<file path="src/rtl/pipeline_hazard_controller_if.sv">
// Issue handshake between decode and the hazard controller.
// Valid/ready: decode holds issue_valid and the operand/destination fields
// stable while it waits. An instruction is transferred on a rising clock
// edge only when issue_valid && issue_ready are both high in that cycle.
// issue_ready may drop combinationally (load-use, flush, reset), and decode
// must not assume acceptance without it.
interface pipeline_hazard_controller_if #(
  parameter int ADDR_W = 5
);
  logic              issue_valid;
  logic              issue_ready;
  logic [ADDR_W-1:0] issue_rs;
  logic [ADDR_W-1:0] issue_rt;
  logic              issue_uses_rt;
  logic [ADDR_W-1:0] issue_rd;
  logic              issue_writes;
  logic              issue_is_load;

  modport master (
    output issue_valid, issue_rs, issue_rt, issue_uses_rt,
           issue_rd, issue_writes, issue_is_load,
    input  issue_ready
  );

  modport slave (
    input  issue_valid, issue_rs, issue_rt, issue_uses_rt,
           issue_rd, issue_writes, issue_is_load,
    output issue_ready
  );
endinterface

</file>
<file path="src/rtl/pipeline_hazard_controller.sv">
// Hazard controller for the EX/MEM/WB datapath: tracks in-flight
// destination tags, produces registered operand forward selects, stalls
// issue for one cycle on load-use, drives write-back and counts stalls.
module pipeline_hazard_controller #(
  parameter int ADDR_W = 5,
  parameter int CNT_W  = 16
) (
  input  logic                       clk,
  input  logic                       reset,
  pipeline_hazard_controller_if.slave issue,
  input  logic                       flush,
  output logic                       ex_valid,
  output logic [1:0]                 fwd_sel_a,
  output logic [1:0]                 fwd_sel_b,
  output logic                       mem_valid,
  output logic                       wb_en,
  output logic [ADDR_W-1:0]          wb_addr,
  output logic [CNT_W-1:0]           stall_cycles
);

  localparam logic [1:0] SEL_RF  = 2'b00;
  localparam logic [1:0] SEL_EX  = 2'b01;
  localparam logic [1:0] SEL_MEM = 2'b10;

  // EX and MEM stage tags; WB is represented by wb_en/wb_addr themselves.
  logic [ADDR_W-1:0] ex_rd;
  logic              ex_writes;
  logic              ex_is_load;
  logic [ADDR_W-1:0] mem_rd;
  logic              mem_writes;

  logic       load_use;
  logic       accept;
  logic       ex_fwd_ok;
  logic       mem_fwd_ok;
  logic [1:0] sel_a;
  logic [1:0] sel_b;

  // Hazard detection, handshake and forward-select selection for the
  // instruction currently offered by decode.
  always_comb begin
    load_use = ex_valid && ex_is_load && ex_writes && (ex_rd != '0) &&
               ((ex_rd == issue.issue_rs) ||
                (issue.issue_uses_rt && (ex_rd == issue.issue_rt)));
    issue.issue_ready = !reset && !flush && !load_use;
    accept = issue.issue_valid && issue.issue_ready;

    // A load in EX can never be a forward source; that case is the stall.
    ex_fwd_ok  = ex_valid && ex_writes && (ex_rd != '0) && !ex_is_load;
    mem_fwd_ok = mem_valid && mem_writes && (mem_rd != '0);

    sel_a = SEL_RF;
    if (issue.issue_rs != '0) begin
      if (ex_fwd_ok && (ex_rd == issue.issue_rs))
        sel_a = SEL_EX;
      else if (mem_fwd_ok && (mem_rd == issue.issue_rs))
        sel_a = SEL_MEM;
    end

    sel_b = SEL_RF;
    if (issue.issue_uses_rt && (issue.issue_rt != '0)) begin
      if (ex_fwd_ok && (ex_rd == issue.issue_rt))
        sel_b = SEL_EX;
      else if (mem_fwd_ok && (mem_rd == issue.issue_rt))
        sel_b = SEL_MEM;
    end
  end

  // Pipeline advance: EX loads the accepted instruction or a bubble, MEM
  // follows EX unless flushed, and the MEM instruction always retires.
  always_ff @(posedge clk) begin
    if (reset) begin
      ex_valid   <= 1'b0;
      ex_rd      <= '0;
      ex_writes  <= 1'b0;
      ex_is_load <= 1'b0;
      fwd_sel_a  <= SEL_RF;
      fwd_sel_b  <= SEL_RF;
      mem_valid  <= 1'b0;
      mem_rd     <= '0;
      mem_writes <= 1'b0;
      wb_en      <= 1'b0;
      wb_addr    <= '0;
    end else begin
      ex_valid   <= accept;
      ex_rd      <= accept ? issue.issue_rd : '0;
      ex_writes  <= accept && issue.issue_writes;
      ex_is_load <= accept && issue.issue_is_load;
      fwd_sel_a  <= accept ? sel_a : SEL_RF;
      fwd_sel_b  <= accept ? sel_b : SEL_RF;

      mem_valid  <= ex_valid && !flush;
      mem_rd     <= ex_rd;
      mem_writes <= ex_writes;

      wb_en <= mem_valid && mem_writes && (mem_rd != '0);
      if (mem_valid && mem_writes && (mem_rd != '0))
        wb_addr <= mem_rd;
    end
  end

  // Saturating count of cycles in which decode was held off by load-use.
  always_ff @(posedge clk) begin
    if (reset)
      stall_cycles <= '0;
    else if (issue.issue_valid && load_use && !flush && (stall_cycles != '1))
      stall_cycles <= stall_cycles + CNT_W'(1);
  end

endmodule

</file>
<file path="src/flat_wrapper.sv">
// flat-port wrapper written by rule: the top's interface ports become plain ports
module pipeline_hazard_controller_flat 
#(
  parameter int ADDR_W = 5,
  parameter int CNT_W  = 16
)
  (clk, reset, flush, ex_valid, fwd_sel_a, fwd_sel_b, mem_valid, wb_en, wb_addr, stall_cycles, issue_issue_valid, issue_issue_rs, issue_issue_rt, issue_issue_uses_rt, issue_issue_rd, issue_issue_writes, issue_issue_is_load, issue_issue_ready);
  pipeline_hazard_controller_if #(.ADDR_W(ADDR_W)) issue_i ();
  input  logic clk;
  input  logic reset;
  input  logic flush;
  output logic ex_valid;
  output logic [1:0] fwd_sel_a;
  output logic [1:0] fwd_sel_b;
  output logic mem_valid;
  output logic wb_en;
  output logic [ADDR_W-1:0] wb_addr;
  output logic [CNT_W-1:0] stall_cycles;
  input wire logic [$bits(issue_i.issue_valid)-1:0] issue_issue_valid;
  input wire logic [$bits(issue_i.issue_rs)-1:0] issue_issue_rs;
  input wire logic [$bits(issue_i.issue_rt)-1:0] issue_issue_rt;
  input wire logic [$bits(issue_i.issue_uses_rt)-1:0] issue_issue_uses_rt;
  input wire logic [$bits(issue_i.issue_rd)-1:0] issue_issue_rd;
  input wire logic [$bits(issue_i.issue_writes)-1:0] issue_issue_writes;
  input wire logic [$bits(issue_i.issue_is_load)-1:0] issue_issue_is_load;
  output wire logic [$bits(issue_i.issue_ready)-1:0] issue_issue_ready;
  assign issue_i.issue_valid = issue_issue_valid;
  assign issue_i.issue_rs = issue_issue_rs;
  assign issue_i.issue_rt = issue_issue_rt;
  assign issue_i.issue_uses_rt = issue_issue_uses_rt;
  assign issue_i.issue_rd = issue_issue_rd;
  assign issue_i.issue_writes = issue_issue_writes;
  assign issue_i.issue_is_load = issue_issue_is_load;
  assign issue_issue_ready = issue_i.issue_ready;
  pipeline_hazard_controller #(.ADDR_W(ADDR_W), .CNT_W(CNT_W)) u_core (.clk(clk), .reset(reset), .issue(issue_i), .flush(flush), .ex_valid(ex_valid), .fwd_sel_a(fwd_sel_a), .fwd_sel_b(fwd_sel_b), .mem_valid(mem_valid), .wb_en(wb_en), .wb_addr(wb_addr), .stall_cycles(stall_cycles));
endmodule
</file>
<file path="config.mk">
export PLATFORM = sky130hd
export DESIGN_NAME = pipeline_hazard_controller_flat
export DESIGN_NICKNAME = d
export VERILOG_FILES = /design/src/rtl/pipeline_hazard_controller_if.sv /design/src/rtl/pipeline_hazard_controller.sv /design/src/flat_wrapper.sv
export SDC_FILE = /design/constraint.sdc
export NUM_CORES = 1
export LEC_CHECK = 0
export CAP_MARGIN = 20
export CORE_ASPECT_RATIO = 0.8
export CORE_MARGIN = 4
export CORE_UTILIZATION = 35
export CTS_BUF_LIST = sky130_fd_sc_hd__clkbuf_4 sky130_fd_sc_hd__clkbuf_8 sky130_fd_sc_hd__clkbuf_16
export DETAILED_ROUTE_END_ITERATION = 10
export PLACE_DENSITY = 0.59
export SETUP_SLACK_MARGIN = 0.1
export SLEW_MARGIN = 40
export SYNTH_ARGS = -nofsm -noshare
export SYNTH_HDL_FRONTEND = slang
export SYNTH_SLANG_ARGS = --single-unit
</file>
<file path="constraint.sdc">
create_clock -name clk -period 2.6 [get_ports clk]
set_input_delay 0.26 -clock clk [delete_from_list [all_inputs] [get_ports clk]]
set_output_delay 0.26 -clock clk [all_outputs]
set_load 0.02 [all_outputs]
</file>
==> flow_summary.yaml <==
outcome:
  outcome: "finished clean"
finish:
  final_nets: 285
  area_delta_synth_final_pct: 38.00
  layout_common_cells: "clkdlybuf4s50_1, dfxtp_1, nor2_1"
  drive_gt1_share_pct: 9.886
  antenna_cells: 0
  layout_commonest_cell: "clkdlybuf4s50_1"
  n_fill_cell: 479
grt:
  grt_pass1_vias: 1519
  antenna_found_initial: 0
  grt_util_all_layers_pct: 14.39
  overflow: 0
  grt_pass1_wl_mm: 7.541
  grt_start_max_net_pins: 34
floorplanning:
  die_area_um2: 6657
  rows: 23
  io_pins: 51
  core_um2: 5122
  die_w_um: 90.23
  die_h_um: 73.78
  initial_core_util_pct: 36.96
synthesis:
  ys_types: 39
  synth-xor-area-share_pct: 8.790
  postSynthAreaPerCell_um2: 9.190
  synthArstFlopShare_pct: 0
  synth_edf_count: 0
  syn_area_um2: 1893
  synth-seq-area-share_pct: 43.36
  ys_warn_count: 0
  synth_adder_area_share_pct: 0.6609
  muxShareOfSynthArea_pct: 4.032
  synth_cells: 206
  synth_nets: 229
  synthFlopType: "dfxtp_1"
  synth_top_family_by_area: "simple AND/OR/NAND/NOR gates"
  synth_compound_area_share_pct: 11.04
  synthSimpleGateAreaFrac_pct: 30.20
  ys_ff_latch: 41
min_path:
  worstHoldPathType: "reg -> reg"
power_and_ir_drop:
  p_leak_nw: 0.9216
  fin_total_pwr_mw: 1.345
  vdd_drop_max_uv: 407.1
  p_per_area_nw_per_um2: 514.9
sta:
  tightest_slew_ns: 0.5488
  finalCritPeriodShare_pct: 88.76
  drv_slew: 0
  tns_ns: 0
  maxSlewHeadroom_pct: 63.25
  period_minus_slack_ns: 2.308
  whs_ns: 0.4712
  setup_slack_ns: 0.2923
  rsz0062_at_grt: "false"
  fmax_mhz: 433.3
  skew_ns: 0.006413
  finalHoldViolations: 0
  final-setup-viol-count: 0
cts:
  ctsResizeCount: 1
  clock-sinks: 41
  tritoncts: "done"
  cts_buffers: 5
  cts_buffer_depth: 2
  hold_buffers: 0
  cts_setup_buffers: 0
  h-tree-depth: 2
  worstSkewPairLatency_ns: 0.30
  cts_root_buf: "clkbuf_8"
  path_clk_slew_ns: 0.08
critical_path:
  r2r_slack_ns: 0.43
  crit_type: "reg -> out"
  cp_max_fo: 8
  critPathLaunchType: "register"
  cp.arrival_ns: 2.05
  endpoint_kind: "primary output"
  worstPathRequired_ns: 2.34
route:
  drtIter0Drc: 122
  wl_mm: 4.786
  vias: 1717
  ant_nets: 0
  drt_pre_antenna_iters: 4
  drc: 0
  wire_per_inst_um: 14.73
  vias_per_cell: 5.283
flow_run:
  cap_violations: 0
place:
  dpl.hpwl_mm: 3.579
  dp_slack_ns: 0.05349
  port_buffers: 50
  gp_congestion: 0.8567
final cells by class:
class,instances,area [um^2],area share (%)
Multi-Input combinational cell,156,1036,39.65
Timing Repair Buffer,55,533.0,20.40
Sequential cell,41,820.8,31.42
Inverter,3,11.26,0.4310
Clock buffer,5,68.82,2.634
Clock inverter,3,65.06,2.490
Tap cell,62,77.57,2.969
flip-flops by register name, indices dropped and copies added (netlist names):
name / flops
u_core.stall_cycles: 16
u_core.ex_rd: 5
u_core.mem_rd: 5
u_core.wb_addr: 5
u_core.fwd_sel_a: 2
u_core.fwd_sel_b: 2
u_core.ex_is_load: 1
u_core.ex_valid: 1
u_core.ex_writes: 1
u_core.mem_valid: 1
u_core.mem_writes: 1
u_core.wb_en: 1
cell families after synthesis:
group           after synthesis
compound gates               32
xor+xnor                     19
fa+ha+maj                     1
buf+inv                       9
flops                        41
mux                           7
simple gates                 97
critical path, stage by stage (launching register included):
cell      delay [ns]
dfxtp_1         0.37
or4_1           0.55
o211ai_2        0.20
or2_4           0.17
o21a_1          0.25
clkbuf_2        0.22
where the power goes:
group,switching [mW],internal (mW),total (mW)
combinational,0.0450,0.0540,0.0989
sequential,0.00742,0.633,0.640
clock,0.225,0.381,0.606
total,0.277,1.07,1.35
through the flow:
step                      cells  utilization (%)  area (um^2)
after floorplan             206                -         1893
after global placement      317            48.49         2484
after detailed placement    317            48.49         2484
after CTS                   325            51.07         2616
after global routing        325            51.00         2613
final                       325            51.00         2613
synth_stat cells (all sizes together) (6+ instances only):
cell type	n	area share, %
nand3	10	2.9
nor2	18	3.6
a21oi	12	3.2
and3	8	2.6
nor3	6	1.6
or4	11	4.6
nand2	7	1.4
xnor2	14	6.5
nand4	7	2.3
o31ai	6	2.4
o21ai	6	1.6
dfxtp	41	43
nor2b	12	4.0
final timing paths:
| check | startpoint | cells past startpoint | end |
|---|---|---|---|
| max | u_core.ex_rd[0] | 5 | issue_issue_ready |
| max reg2reg | u_core.ex_rd[0] | 7 | u_core.stall_cycles[7] |
| min reg2reg | u_core.wb_addr[4] | 2 | u_core.wb_addr[4] |
| min | u_core.wb_addr[4] | 2 | u_core.wb_addr[4] |
layer usage:
metal | wire length [um] | up-vias | GRT usage (%) | share of wire [%]
li1 | - | 872 | - | -
met1 | 2464 | 795 | 20.42 | 51
met2 | 1990 | 45 | 20.94 | 42
met3 | 259 | 5 | 3.889 | 5.4
met4 | 72 | 0 | 5.093 | 1.5
met5 | 0 | - | 0 | 0
Power figures use the tool's default switching activity.
